### config.mk
export PLATFORM = sky130hd
export DESIGN_NAME = reset_sequencer_flat
export DESIGN_NICKNAME = d
export VERILOG_FILES = /design/src/rtl/reset_sequencer_if.sv /design/src/rtl/reset_sequencer.sv /design/src/flat_wrapper.sv
export SDC_FILE = /design/constraint.sdc
export NUM_CORES = 1
export LEC_CHECK = 0
export ABC_AREA = 1
export BUFFER_PORTS_ARGS = -buffer_cell sky130_fd_sc_hd__buf_4
export CAP_MARGIN = 20
export CORE_MARGIN = 2
export CORE_UTILIZATION = 25
export DETAILED_ROUTE_END_ITERATION = 12
export PLACE_DENSITY = 0.51
export SYNTH_ARGS = -nofsm -noshare
export SYNTH_HDL_FRONTEND = slang
export SYNTH_SLANG_ARGS = --single-unit
### constraint.sdc
create_clock -name sys_clk -period 4.01 [get_ports sys_clk]
set_input_delay 0.802 -clock sys_clk [delete_from_list [all_inputs] [get_ports sys_clk]]
set_output_delay 0.802 -clock sys_clk [all_outputs]
set_load 0.01 [all_outputs]
### src/rtl/reset_sequencer_if.sv
// Reset sequencer status/control bundle: lock and software request in,
// sequenced domain resets and reset bookkeeping out.
interface reset_sequencer_if #(
  parameter int NumDomains = 3
);
  logic                  pll_locked;
  logic                  sw_reset_req;
  logic [NumDomains-1:0] domain_reset;
  logic                  ready;
  logic [1:0]            last_cause;
  logic [7:0]            reset_events;

  // Driver of lock/request, consumer of the reset outputs
  modport master (
    output pll_locked, sw_reset_req,
    input  domain_reset, ready, last_cause, reset_events
  );

  // The sequencer itself
  modport slave (
    input  pll_locked, sw_reset_req,
    output domain_reset, ready, last_cause, reset_events
  );
endinterface

### src/rtl/reset_sequencer.sv
// Reset sequencer: holds all domains in reset for a minimum time, waits for
// a stable synchronized PLL lock, then releases domains one at a time in
// ascending order. Lock loss or a software request restarts the sequence.
module reset_sequencer #(
  parameter int NumDomains = 3,
  parameter int HoldCycles = 16,
  parameter int LockCycles = 100,
  parameter int StepCycles = 8
) (
  input  logic             sys_clk,
  input  logic             reset_n,
  reset_sequencer_if.slave bus
);

  localparam int MaxHL  = (HoldCycles > LockCycles) ? HoldCycles : LockCycles;
  localparam int MaxCyc = (MaxHL > StepCycles) ? MaxHL : StepCycles;
  localparam int CntW   = $clog2(MaxCyc + 1);
  localparam int IdxW   = $clog2(NumDomains + 1);

  localparam logic [1:0] CauseLock = 2'd1;
  localparam logic [1:0] CauseSw   = 2'd2;

  typedef enum logic [1:0] {
    ST_ASSERT    = 2'd0,
    ST_WAIT_LOCK = 2'd1,
    ST_RELEASE   = 2'd2,
    ST_RUN       = 2'd3
  } state_e;

  logic [1:0]            r_sync;
  state_e                r_state, w_state;
  logic [CntW-1:0]       r_cnt, w_cnt;
  logic [IdxW-1:0]       r_idx, w_idx;
  logic [NumDomains-1:0] r_dom, w_dom;
  logic                  r_ready, w_ready;
  logic [1:0]            r_cause, w_cause;
  logic [7:0]            r_events, w_events;
  logic                  w_lock_s;
  logic                  w_abort;
  logic [1:0]            w_abort_cause;

  assign w_lock_s = r_sync[1];

  // Two-flop synchronizer for the asynchronous lock indication
  always_ff @(posedge sys_clk or negedge reset_n) begin
    if (!reset_n) r_sync <= 2'b00;
    else          r_sync <= {r_sync[0], bus.pll_locked};
  end

  // State and all registered outputs
  always_ff @(posedge sys_clk or negedge reset_n) begin
    if (!reset_n) begin
      r_state  <= ST_ASSERT;
      r_cnt    <= '0;
      r_idx    <= '0;
      r_dom    <= '1;
      r_ready  <= 1'b0;
      r_cause  <= 2'd0;
      r_events <= 8'd0;
    end else begin
      r_state  <= w_state;
      r_cnt    <= w_cnt;
      r_idx    <= w_idx;
      r_dom    <= w_dom;
      r_ready  <= w_ready;
      r_cause  <= w_cause;
      r_events <= w_events;
    end
  end

  // Next-state: hold timer, lock qualification, stepped release, restart
  always_comb begin
    w_state       = r_state;
    w_cnt         = r_cnt;
    w_idx         = r_idx;
    w_dom         = r_dom;
    w_ready       = r_ready;
    w_cause       = r_cause;
    w_events      = r_events;
    w_abort       = 1'b0;
    w_abort_cause = CauseSw;

    case (r_state)
      ST_ASSERT: begin
        // Lock and request are deliberately ignored while held
        w_dom = '1;
        if (r_cnt == CntW'(HoldCycles - 1)) begin
          w_state = ST_WAIT_LOCK;
          w_cnt   = '0;
        end else begin
          w_cnt = r_cnt + CntW'(1);
        end
      end

      ST_WAIT_LOCK: begin
        if (bus.sw_reset_req) begin
          w_abort = 1'b1;
        end else if (!w_lock_s) begin
          // A lock glitch only restarts qualification
          w_cnt = '0;
        end else if (r_cnt == CntW'(LockCycles - 1)) begin
          w_dom[0] = 1'b0;
          w_idx    = IdxW'(1);
          w_cnt    = '0;
          if (NumDomains == 1) begin
            w_state = ST_RUN;
            w_ready = 1'b1;
          end else begin
            w_state = ST_RELEASE;
          end
        end else begin
          w_cnt = r_cnt + CntW'(1);
        end
      end

      ST_RELEASE: begin
        if (bus.sw_reset_req) begin
          w_abort = 1'b1;
        end else if (!w_lock_s) begin
          w_abort       = 1'b1;
          w_abort_cause = CauseLock;
        end else if (r_cnt == CntW'(StepCycles - 1)) begin
          for (int d = 0; d < NumDomains; d++)
            if (IdxW'(d) == r_idx) w_dom[d] = 1'b0;
          w_idx = r_idx + IdxW'(1);
          w_cnt = '0;
          if (r_idx == IdxW'(NumDomains - 1)) begin
            w_state = ST_RUN;
            w_ready = 1'b1;
          end
        end else begin
          w_cnt = r_cnt + CntW'(1);
        end
      end

      ST_RUN: begin
        if (bus.sw_reset_req) begin
          w_abort = 1'b1;
        end else if (!w_lock_s) begin
          w_abort       = 1'b1;
          w_abort_cause = CauseLock;
        end
      end

      default: w_state = ST_ASSERT;
    endcase

    // Restart: software wins over lock loss when both arrive together
    if (w_abort) begin
      w_state = ST_ASSERT;
      w_dom   = '1;
      w_ready = 1'b0;
      w_cnt   = '0;
      w_idx   = '0;
      w_cause = w_abort_cause;
      if (r_events != 8'hFF) w_events = r_events + 8'd1;
    end
  end

  assign bus.domain_reset = r_dom;
  assign bus.ready        = r_ready;
  assign bus.last_cause   = r_cause;
  assign bus.reset_events = r_events;

endmodule
### src/flat_wrapper.sv
// flat-port wrapper written by rule: the top's interface ports become plain ports
module reset_sequencer_flat 
#(
  parameter int NumDomains = 3,
  parameter int HoldCycles = 16,
  parameter int LockCycles = 100,
  parameter int StepCycles = 8
)
  (sys_clk, reset_n, bus_pll_locked, bus_sw_reset_req, bus_domain_reset, bus_ready, bus_last_cause, bus_reset_events);
  reset_sequencer_if #(.NumDomains(NumDomains)) bus_i ();
  input  logic sys_clk;
  input  logic reset_n;
  input wire logic [$bits(bus_i.pll_locked)-1:0] bus_pll_locked;
  input wire logic [$bits(bus_i.sw_reset_req)-1:0] bus_sw_reset_req;
  output wire logic [$bits(bus_i.domain_reset)-1:0] bus_domain_reset;
  output wire logic [$bits(bus_i.ready)-1:0] bus_ready;
  output wire logic [$bits(bus_i.last_cause)-1:0] bus_last_cause;
  output wire logic [$bits(bus_i.reset_events)-1:0] bus_reset_events;
  assign bus_i.pll_locked = bus_pll_locked;
  assign bus_i.sw_reset_req = bus_sw_reset_req;
  assign bus_domain_reset = bus_i.domain_reset;
  assign bus_ready = bus_i.ready;
  assign bus_last_cause = bus_i.last_cause;
  assign bus_reset_events = bus_i.reset_events;
  reset_sequencer #(.NumDomains(NumDomains), .HoldCycles(HoldCycles), .LockCycles(LockCycles), .StepCycles(StepCycles)) u_core (.sys_clk(sys_clk), .reset_n(reset_n), .bus(bus_i));
endmodule
* Yosys cells after proc, flatten, opt, wreduce, memory -nomap -nowiden
Index checks and enable logic that the tools add are counted.
** Storage, ports and cells
- Register bits after elaboration :: 27
- Input port bits :: 4
- Logic and storage cells :: 105
** Operators by class
- $add $sub $neg :: 3
- Equal/unequal tests :: 22
- Muxes and demuxes :: 52
- Reduce and logical (&&, ||, !) cells :: 18
** Operator list (count)
- 7-bit two-way mux :: 8
- 2-bit two-way mux :: 19
- 3-bit by 1-bit != test with 1-bit output, second input constant :: 9
- 7-bit one-hot mux with 3 select lines :: 1
- 1-bit two-way mux :: 15
- 5-bit AND reduction :: 3
- 3-bit two-way mux :: 4
- 9-bit AND reduction :: 1
- 8-bit by 1-bit adder with 8-bit output, second input constant :: 1
- 8-bit != test, second input constant :: 1
- 2-bit one-hot mux with 2 select lines :: 2
- 8-bit AND reduction :: 1
- 2-bit nonzero test :: 4
- 7-bit by 1-bit adder with 7-bit output, second input constant :: 1
- 7-bit by 3-bit == test with 1-bit output, second input constant :: 1
- 7-bit by 4-bit == test with 1-bit output, second input constant :: 1
- 7-bit == test, second input constant :: 1
- 7-bit AND reduction :: 1
- 2-bit == test, second input constant :: 3
- 3-bit by 2-bit != test with 1-bit output, second input constant :: 2
- 2-bit one-hot mux with 3 select lines :: 1
- 3-bit nonzero test :: 2
- 2-bit logical NOT :: 2
- 4-bit AND reduction :: 1
- other kinds (10) :: 10

* Longest topological paths before layout
Gate-level depths: netlist of the first run.
- Word-level depth :: 7
- Gate-level depth with buffers :: 13
- Depth with buffers taken out :: 12

* Worst setup path before layout of the first run
OpenSTA, ideal clock, no wires.
- Path kind :: input port to flip-flop
- Start :: in bus_sw_reset_req
- End :: reg u_core.r_state[1]
- Arrival time :: 1.577 ns
- Data required time :: 3.893 ns
- Path slack :: 2.316 ns
- Stages on the path :: 10
- Buffers on the path :: 1
- Path through :: nand2_1 > nand2_2 > nand3_4 > buf_6 > nand2_2 > nand2_2 > nor2_4 > nand2_1 > nand2_1 > nand2_1
** On the way
- Word-level cells in the longest chain between the ends :: 4
- Elaborated cells between the ends (all ways) :: 14
- Classes of those cells :: eq/ne (8); mux (4); reduce/logical (2)
** Ends and longest elaborated chain
- from (decl) :: line flat_wrapper.sv:14 : input wire logic [$bits(bus_i.sw_reset_req)-1:0] bus_sw_reset_req;
- 1-bit two-way mux, on equally long branches :: line reset_sequencer.sv:117, reset_sequencer.sv:96
- 1-bit one-hot mux with 2 select lines :: line reset_sequencer.sv:83 : case (r_state)
- 3-bit by 1-bit != test with 1-bit output (no line) (tied with other cells)
- 9-bit AND reduction (no line)
- to (signal assigned) :: line reset_sequencer.sv:61 : r_state <= w_state;
- to (decl) :: line reset_sequencer.sv:31 : state_e r_state, w_state;
Several ways; a longest one is shown, not always the timed one.
A chain may end at the register's enable or synchronous reset.

* Worst setup path after layout of the first run
- Start :: reg u_core.r_state[0]
- End :: reg u_core.r_cnt[3]
** On the way
- Word-level cells in the longest chain between the ends :: 5
- Elaborated cells between the ends (all ways) :: 13
- Classes of those cells :: eq/ne (6); mux (3); reduce/logical (4)
** Ends and longest elaborated chain
- 2-bit == test :: line reset_sequencer.sv:83
- 2-bit OR reduction (no line)
- 1-bit one-hot mux with 2 select lines :: line reset_sequencer.sv:83
- 3-bit by 1-bit != test with 1-bit output (no line) (tied with other cells)
- 4-bit AND reduction (no line)
- to (signal assigned) :: line reset_sequencer.sv:62 : r_cnt <= w_cnt;
- to (decl) :: line reset_sequencer.sv:32 : logic [CntW-1:0] r_cnt, w_cnt;
Several ways; a longest one is shown, not always the timed one.

==> results.yml, run 1 <==
grt:
  grt_pass1_vias: 1472
  grt_max_degree: 28
  antenna_found_initial: 0
  grt_usage: 0.1083
  grt_overflow: 0
  grt_pass1_wl_mm: 6.672
critical_path:
  path_delay_family: "simple AND/OR/NAND/NOR gates"
  cp-start-kind: "flip-flop"
  critPathMaxStageDelay_ns: 0.44
  cp.required_ns: 4.20
  crit_buf_inv: 3
  end_kind: "flip-flop"
  crit_path_top_delay_cell: "dfrtp_1"
  path_cells: "inv_1, ha_1, nor2_4, nand2_2, nand3_4, o21ai_2, nand3_4, inv_2, nand2_1, nand2_1, inv_1"
  path_max_fanout: 17
  worstPathArrival_ns: 2.21
  setup.worst_path.start: "u_core.r_state[0]$_DFFE_PN0P_"
  r2r_start: "u_core.r_state[0]$_DFFE_PN0P_"
  crit_type: "flip-flop to flip-flop"
routing:
  first_pass_iters: 4
  drt-vias-per-instance: 4.197
  via_count: 1511
  drt_iter0_markers: 76
  route.detailed.wl_per_inst_microns: 10.79
  drc: 0
  ant_nets: 0
  routed_wl_mm: 3.883
timing:
  fin_ws_ns: 1.988
  skew_ns: 0.004409
  worst_slew_pin_slew_ns: 0.3874
  rsz0062_at_grt: "no"
  timing.fmax_mhz: 494.5
  min_period_ns: 2.022
  relSlewSlack: 0.7417
  slew_viol_final: 0
  hold_ws_ns: 0.3572
  final.period_utilization: 0.5043
  setup-tns-final_ns: 0
  finalSetupViolations: 0
  hold_violations: 0
min_path:
  hp-start: "u_core.r_sync[0]$_DFF_PN0_"
  hp-class: "flip-flop to flip-flop"
clock_network:
  cts_root_buffer: "clkbuf_8"
  ctsLongestPathBuffers: 2
  path_clk_slew_ns: 0.10
  numClockSinks: 27
  cts_tree: "yes"
  cts_setup_buffers: 0
  cts_max_level: 1
  cts-resized-gates: 0
  hold_buffers: 0
  clkLatencyLatePin_ns: 0.28
  cts_made_buffers: 3
floorplanning:
  start_util: 0.2588
  coreArea_sq_mm: 0.006832
  std_cell_rows: 30
  die_w_microns: 88.10
  die_h_microns: 88.10
  die-area_sq_mm: 0.007761
  boundaryPins: 18
yosys:
  yosys.area.top_type_share: 0.3397
  synth_area_leader_cell: "dfrtp_1"
  synth_edf_count: 0
  avgSynthCellArea_sq_um: 7.216
  synth_commonest_cells: "nand2_1 (73), inv_1 (37), nor2_1 (28)"
  syn-num-nets: 258
  synth_ff_type: "dfrtp_1"
  syn-cell-area_sq_mm: 0.001768
  ys_ff_latch: 27
  syn_inst: 245
  yosysMostFrequentCell: "nand2_1"
  yosys_warnings: 0
  synth_area_leaders: "dfrtp_1 (34%), nand2_1 (15%), inv_1 (7.9%), ha_1 (6.4%), nor2_1 (5.9%)"
  synth-seq-area-share: 0.3843
  async_flop_share: 1.000
  ys_types: 24
placed_design:
  routabilityCongestion: 0.8202
  dp_slack_ns: 1.949
  post-dp-hpwl_mm: 2.962
  port_buffers: 17
finish:
  nets: 278
  diodes: 0
  syn_to_final_growth_pct: 15.50
  drive_gt1_frac: 0.1515
power:
  ir_worst_vdd_mv: 0.2472
  p_leak_nw: 1.099
  power_density_mw_per_mm2: 731.7
job:
  maxCapViolations: 0
run_status:
  status: "complete, no violations"
==> path summary, 6_finish.rpt <==
kind | cells past startpoint | slack, ns | endpoint
worst max-delay path | 11 | 1.99 | u_core.r_cnt[3]$_DFFE_PN0P_
worst min register to register | 0 | 0.36 | u_core.r_sync[1]$_DFF_PN0_
worst min-delay path | 0 | 0.36 | u_core.r_sync[1]$_DFF_PN0_
max in group asynchronous | 1 | 3.29 | u_core.bus.domain_reset[0]$_DFFE_PN1P_
min in group asynchronous | 1 | 0.42 | u_core.r_idx[0]$_DFFE_PN0P_
worst max register to register | 11 | 1.99 | u_core.r_cnt[3]$_DFFE_PN0P_
==> final cells by class <==
| class | count | area (sq um) |
|---|---|---|
| inverter | 39 | 146.4 |
| sequential | 27 | 679.4 |
| fill | 767 | 4790 |
| timing repair buffer | 17 | 127.6 |
| tap | 96 | 120.1 |
| clock buffer | 3 | 41.29 |
| clock inverter | 1 | 7.507 |
| multi-input combinational | 177 | 919.6 |
==> cell usage in the layout (no fill, tap or decap), drive strengths merged <==
| cell type | synthesis | final |
|---|---|---|
| buf | 2 | 17 |
| clkbuf | 0 | 3 |
| nand2 | 80 | 80 |
| nand4 | 6 | 6 |
| ha | 9 | 9 |
| inv | 39 | 39 |
| nor2 | 31 | 31 |
| o21ai | 14 | 14 |
| a21oi | 4 | 4 |
| nor3 | 6 | 6 |
| dfstp | 3 | 3 |
| o21a | 1 | 1 |
| xnor2 | 1 | 1 |
| xor2 | 4 | 4 |
| clkinvlp | 0 | 1 |
| nand3b | 3 | 3 |
| dfrtp | 24 | 24 |
| nand3 | 18 | 18 |
==> sequential cells by signal (all words and copies together), names as in the netlist <==
name	cells
u_core.r_sync	2
u_core.r_idx	2
u_core.bus.ready	1
u_core.bus.reset_events	8
u_core.r_cnt	7
u_core.bus.last_cause	2
u_core.bus.domain_reset	3
u_core.r_state	2
==> metal layers <==
layer / vias to the layer above / global-route usage / part of all wire
met3: 8 / 0.01979 / 0.025
met4: 0 / 0.03444 / 0.018
met2: 15 / 0.1708 / 0.45
met1: 691 / 0.1507 / 0.50
li1: 797 / - / -
met5: - / 0 / 0
==> cell families after synthesis <==
| logic type | after synthesis | synth area share |
|---|---|---|
| simple gates | 144 | 0.3744 |
| buf+inv | 41 | 0.09554 |
| flops | 27 | 0.3843 |
| compound gates | 19 | 0.05733 |
| fa+ha+maj | 9 | 0.06370 |
| xor+xnor | 5 | 0.02477 |
==> stage by stage <==
step                cells    util  cell area, sq um  total power [mW]
floorplan             245       -              1768             1.108
global placement      356  0.2918              1993             1.339
detailed placement    356  0.2918              1993             1.337
CTS                   360  0.2989              2042             1.508
global route          360  0.2989              2042             1.665
finish                360  0.2989              2042             1.494
==> worst reg2reg max path: cells and delay by family, from the launching register on <==
kind | cells | cell delay, ns
AND/OR/NAND/NOR | 6 | 0.64
flip-flops | 1 | 0.44
buffers and inverters | 3 | 0.24
AO/OA/AOI/OAI | 1 | 0.23
adder cells (fa/ha/maj) | 1 | 0.39
==> power by group <==
| part | switching [mW] | total (mW) | internal (mW) |
|---|---|---|---|
| Clock | 0.0967 | 0.168 | 0.0709 |
| Sequential | 0.0790 | 0.447 | 0.368 |
| Combinational | 0.557 | 0.879 | 0.322 |
Power figures use the tool's default switching activity.
==> run 2, diff against run 1 <==
Settings changed: ABC_AREA 1 to 0, PLACE_DENSITY 0.51 to 0.52.
Clock period 4.01 ns to 1.95 ns, I/O delays scaled along.
==> run 2 against run 1 <==
The run now ends with negative setup slack left; non-clock buffer count rose by 49; final cell count fell by 14%; fmax fell by 6.4%; global-route usage rose by 1.3 points; highest routed layer unchanged.
==> results.yml, run 2 <==
finish:
  multi_input_area_sq_mm: 0.001111
  regArea_sq_um: 681.9
  syn_to_final_growth_pct: 51.28
  drive_gt1_frac: 0.5000
  final_cell_mix: "buf_4 (57), dfrtp_1 (22), o21ai_0 (12)"
  final_common_cell: "buf_4"
  largest_reg_flops: 8
  nets: 246
  fillCellCount: 635
  post-route-util: 0.3948
  diodes: 0
critical_path:
  cp-start-kind: "flip-flop"
  crit_buf_inv: 1
  cp.required_ns: 2.12
  path_cells: "inv_2, ha_4, o21bai_2, a21o_2, a311o_2, a2111oi_4, mux2_4"
  crit_type: "flip-flop to flip-flop"
  reg2regPathDepth: 7
  end_kind: "flip-flop"
  critPathMaxStageDelay_ns: 0.45
  path_delay_family: "compound AO/OA/AOI/OAI gates"
  cp.depth: 7
  worstPathArrival_ns: 2.33
  path_max_fanout: 6
  crit_path_top_delay_cell: "dfrtp_2"
yosys:
  synthSimpleGateAreaFrac: 0.1862
  ys_types: 52
  synth_fa_ha_area_frac: 0.06757
  syn-num-nets: 183
  async_flop_share: 1.000
  ys_ff_latch: 27
  syn_inst: 170
  synth_edf_count: 0
  synth-seq-area-share: 0.4077
  synth_ff_type: "dfrtp_1"
  syn-cell-area_sq_mm: 0.001667
  yosysMostFrequentCell: "dfrtp_1"
  synth_compound_area_frac: 0.2282
  synth_top_family_by_area: "compound AO/OA/AOI/OAI gates"
  synth_area_leaders: "dfrtp_1 (36%), ha_1 (6.8%), o21ai_0 (4.8%), dfstp_2 (4.7%), a21o_1 (2.7%)"
  synth_mux_area_frac: 0.02853
  synth_commonest_cells: "dfrtp_1 (24), o21ai_0 (16), inv_1 (12)"
  yosys_warnings: 0
  avgSynthCellArea_sq_um: 9.804
  synth_area_leader_cell: "dfrtp_1"
  yosys.area.top_type_share: 0.3604
  synth_xor_area_frac: 0.03153
timing:
  final.period_utilization: 1.108
  min_period_ns: 2.161
  finalSetupViolations: 12
  fin_ws_ns: -0.2111
  setup-tns-final_ns: -0.9751
  timing.fmax_mhz: 462.7
  relSlewSlack: 0.7662
  slew_viol_final: 0
  skew_ns: 0.003652
  worst_slew_pin_slew_ns: 0.3507
  rsz0062_at_grt: "yes"
  hold_violations: 0
floorplanning:
  die_w_microns: 85.65
  std_cell_rows: 29
  die_h_microns: 85.65
  boundaryPins: 18
  die-area_sq_mm: 0.007335
  coreArea_sq_mm: 0.006386
  start_util: 0.2610
routing:
  first_pass_iters: 4
  drc: 0
  via_count: 1481
  route.detailed.wl_per_inst_microns: 13.20
  ant_nets: 0
  drt_iter0_markers: 63
  drt-vias-per-instance: 4.793
  routed_wl_mm: 4.079
clock_network:
  cts_root_buffer: "clkbuf_8"
  cts_tree: "yes"
  path_clk_slew_ns: 0.10
  clkLatencyLatePin_ns: 0.28
  cts_max_level: 1
  hold_buffers: 0
  ctsLongestPathBuffers: 2
  numClockSinks: 27
  cts_made_buffers: 3
power:
  ir_worst_vdd_mv: 0.8487
  power_frac_comb: 0.702
  power_frac_seq: 0.219
  switching_share: 0.4128
  power_density_mw_per_mm2: 1700
  pwr-share-clk: 0.079
  p_leak_nw: 1.113
  intPower_mw: 2.517
  power.net_switching_mw: 1.769
grt:
  grt_max_degree: 28
  grt_overflow: 0
  grt_pass1_vias: 1515
  antenna_found_initial: 0
  grt_pass1_wl_mm: 7.217
  grt_usage: 0.1209
placed_design:
  port_buffers: 17
  post-dp-hpwl_mm: 3.003
  routabilityCongestion: 0.7850
job:
  maxCapViolations: 0
run_status:
  violations: "negative setup slack"
  status: "finished, violations left"
min_path:
  hp-class: "primary input to async pin"
## run 2: changes by cell type after synthesis, sizes merged, moves of 8 or more
| cell | before | now |
|---|---|---|
| nand2 | 80 | 11 |
| nor2 | 31 | 9 |
| a21o | 0 | 8 |
| nand3 | 18 | 5 |
| inv | 39 | 12 |
## run 2: logic make-up after synthesis
family,count (synthesis)
xor+xnor,6
fa+ha+maj,9
compound gates,52
flops,27
simple gates,52
mux,4
buf+inv,20
## run 2: worst reg2reg max path: cells and delay by family (launching register included)
kind                     cells  cell delay [ns]
AO/OA/AOI/OAI                4             0.98
buffers and inverters        1             0.11
multiplexers                 1             0.33
flip-flops                   1             0.45
adder cells (fa/ha/maj)      1             0.18
## run 2: worst paths after layout
check / to / slack [ns] / start
setup / recovery: u_core.r_state[0]$_DFFE_PN0P_ / -0.21 / u_core.r_state[0]$_DFFE_PN0P_
hold / removal: u_core.r_sync[0]$_DFF_PN0_ / 0.005 / reset_n
setup reg to reg: u_core.r_state[0]$_DFFE_PN0P_ / -0.21 / u_core.r_state[0]$_DFFE_PN0P_
hold reg to reg: u_core.r_sync[1]$_DFF_PN0_ / 0.36 / u_core.r_sync[0]$_DFF_PN0_
max in group asynchronous: u_core.bus.domain_reset[0]$_DFFE_PN1P_ / 1.64 / reset_n
min in group sys_clk: u_core.r_sync[0]$_DFF_PN0_ / 0.21 / bus_pll_locked
## run 2: through the flow
stage               total power, mW  instance area [sq um]  cells  hold slack [ns]  setup WS (ns)
global placement              3.243                   2176    296           0.3298        -0.2131
CTS                           3.898                   2364    305          0.01800        -0.1988
floorplan                     2.240                   1698    170          0.09441        -0.2075
detailed placement            3.258                   2176    296           0.3330        -0.2333
finish                        4.287                   2521    309         0.004972        -0.2111
global route                  4.648                   2521    309          0.02473        -0.2802
## run 2: power groups by stage
stage / clock [mW] / combinational [mW] / sequential (mW)
finish: 0.339 / 3.01 / 0.937
global route: 0.382 / 3.29 / 0.974
CTS: 0.355 / 2.61 / 0.938
detailed placement: 0 / 2.33 / 0.932
global placement: 0 / 2.31 / 0.929
floorplan: 0 / 1.28 / 0.959
## run 2: final cells by class
class | instances | share of cell area
Multi-Input combinational cell | 123 | 0.4407
Sequential cell | 27 | 0.2705
Timing Repair Buffer | 66 | 0.2134
Tap cell | 77 | 0.03821
Inverter | 12 | 0.01787
Clock buffer | 3 | 0.01638
Clock inverter | 1 | 0.002978
## run 2: timing repair
action,4_1_cts,5_1_grt
pin swaps,2,7
gates resized for setup,19,27
buffers inserted,5,5
setup endpoints to repair,19,20
## run 2: metal layers
layer	vias to the layer above	GRT usage	routed length (microns)
li1	743	-	-
met1	708	0.1703	2039
met2	26	0.1911	1881
met3	4	0.01444	106
met4	0	0.04329	52
met5	-	0	0
==> run 3, diff against run 2 <==
Settings changed: CORE_MARGIN 2 to 4, GPL_TIMING_DRIVEN set to 0.
==> run 3 against run 2 <==
The run still ends with negative setup slack left; critical endpoint unchanged; sequential power is essentially flat; design area fell by 8.3%; via count decreased by 4.0%; highest routed layer unchanged; power down 8.6%; count of clock-buffer cells in the layout increased by 1; largest cell class unchanged; routed wire length shrank 1.2%; largest power group unchanged.
==> results.yml, run 3 (synthesized netlist as in run 2, its figures left out) <==
run_status:
  status: "finished, violations left"
  violations: "negative setup slack"
critical_path:
  r2r-end: "u_core.r_state[0]$_DFFE_PN0P_"
  cp-start-kind: "flip-flop"
  crit_path_top_delay_cell: "dfrtp_2"
  worstPathArrival_ns: 2.42
  r2r_start: "u_core.r_cnt[4]$_DFFE_PN0P_"
  path_delay_family: "compound AO/OA/AOI/OAI gates"
  cp.required_ns: 2.13
  cp.depth: 5
  path_cells: "or3b_1, o221a_1, a311o_2, a2111oi_4, mux2_4"
  crit_buf_inv: 0
  setup.worst_path.start: "u_core.r_cnt[4]$_DFFE_PN0P_"
  path_max_fanout: 7
  crit_type: "flip-flop to flip-flop"
  critPathMaxStageDelay_ns: 0.47
  reg2reg_slack_ns: -0.30
  cp-endpoint: "u_core.r_state[0]$_DFFE_PN0P_"
  end_kind: "flip-flop"
  reg2regPathDepth: 5
timing:
  slew_viol_final: 0
  min_period_ns: 2.247
  skew_ns: 0.009607
  hold_violations: 0
  fin_ws_ns: -0.2968
  rsz0062_at_grt: "yes"
  finalSetupViolations: 14
  worst_slew_pin_slew_ns: 0.4103
  final.period_utilization: 1.152
  timing.fmax_mhz: 445.1
  setup-tns-final_ns: -2.008
  relSlewSlack: 0.7265
clock_network:
  numClockSinks: 27
  ctsLongestPathBuffers: 2
  clkLatencyLatePin_ns: 0.28
  cts_made_buffers: 3
  cts_root_buffer: "clkbuf_8"
  hold_buffers: 0
  path_clk_slew_ns: 0.10
  cts_max_level: 1
  cts_tree: "yes"
power:
  total_power_mw: 3.918
  power_density_mw_per_mm2: 1694
  p_leak_nw: 1.010
  ir_worst_vdd_mv: 0.6996
finish:
  final_cell_mix: "buf_4 (36), dfrtp_1 (22), o21ai_0 (11), nand2_1 (11), inv_1 (10)"
  nets: 225
  regArea_sq_um: 681.9
  fillCellCount: 635
  diodes: 0
  multi_input_area_sq_mm: 0.001082
  drive_gt1_frac: 0.4076
  fin_cells: 288
  final_common_cell: "buf_4"
  largest_reg_flops: 8
  syn_to_final_growth_pct: 38.74
  post-route-util: 0.3600
routing:
  drt_iter0_markers: 44
  route.detailed.wl_per_inst_microns: 13.99
  via_count: 1422
  drc: 0
  routed_wl_mm: 4.030
  first_pass_iters: 4
  drt-vias-per-instance: 4.938
  ant_nets: 0
grt:
  grt_pass1_wl_mm: 6.630
  grt_overflow: 0
  antenna_found_initial: 0
  grt_usage: 0.1042
  grt_pass1_vias: 1417
  grt_max_degree: 28
floorplanning:
  start_util: 0.2595
  die-area_sq_mm: 0.008036
  boundaryPins: 18
  std_cell_rows: 29
  die_h_microns: 89.65
  coreArea_sq_mm: 0.006422
  die_w_microns: 89.65
min_path:
  hp-class: "primary input to async pin"
job:
  maxCapViolations: 0
placed_design:
  routabilityCongestion: 0.7563
  port_buffers: 16
  dp_slack_ns: -0.5137
  post-dp-hpwl_mm: 2.668
  dpl.cell_count: 263
-- run 3: cell types whose count changed in the layout (fill, tap and decap cells not counted), moves of 2 or more --
cell      before  now
nor3_2         2    0
clkbuf_1       0    2
mux2_2         2    0
buf_4         57   36
o21ai_1        1    5
buf_6          8    6
mux2_4         1    3
o21ai_2        3    0
-- run 3: cell type report --
type	instances	share of cell area
Multi-Input combinational cell	123	0.4681
Sequential cell	27	0.2949
Timing Repair Buffer	40	0.1380
Tap cell	77	0.04167
Clock buffer	4	0.01948
Inverter	12	0.01948
Buffer	5	0.01840
-- run 3: report_power, final --
part | internal (mW) | switching [mW]
Clock | 0.147 | 0.183
Sequential | 0.757 | 0.182
Combinational | 1.33 | 1.31
Total | 2.24 | 1.68
-- run 3: timing repair --
item	CTS	global route
endpoints found under the setup margin	20	19
pin swaps	8	8
buffers inserted	13	11
resized for setup	21	21
-- run 3: worst reg2reg max path, stage by stage, from the launching register on --
cell and delay (ns):
dfrtp_2 0.47, or3b_1 0.41, o221a_1 0.26, a311o_2 0.41
a2111oi_4 0.27, mux2_4 0.33
-- run 3: worst min path at each step --
stage	from	to	slack [ns]
after floorplan	reset_n	u_core.bus.last_cause[0]$_DFFE_PN0N_	0.09
after global placement	reset_n	u_core.r_state[1]$_DFFE_PN0P_	0.33
after detailed placement	reset_n	u_core.r_state[1]$_DFFE_PN0P_	0.34
after CTS	reset_n	u_core.r_state[0]$_DFFE_PN0P_	0.03
after global routing	reset_n	u_core.r_idx[1]$_DFFE_PN0P_	0.03
final	reset_n	u_core.r_idx[1]$_DFFE_PN0P_	0.008
-- run 3: metrics by stage --
step | hold slack, ns | instance area [sq um]
final | 0.008285 | 2312
after global placement | 0.3309 | 1914
after floorplan | 0.09441 | 1698
after detailed placement | 0.3369 | 1914
after global routing | 0.03123 | 2312
after CTS | 0.03005 | 2152
-- run 3: per-layer routing --
| metal | part of all wire | global-route usage | wire, microns | up-vias |
|---|---|---|---|---|
| li1 | - | - | - | 699 |
| met1 | 0.48 | 0.1441 | 1947 | 696 |
| met2 | 0.47 | 0.1682 | 1909 | 20 |
| met3 | 0.030 | 0.01642 | 122 | 7 |
| met4 | 0.013 | 0.02977 | 51 | 0 |
| met5 | 0 | 0 | 0 | - |
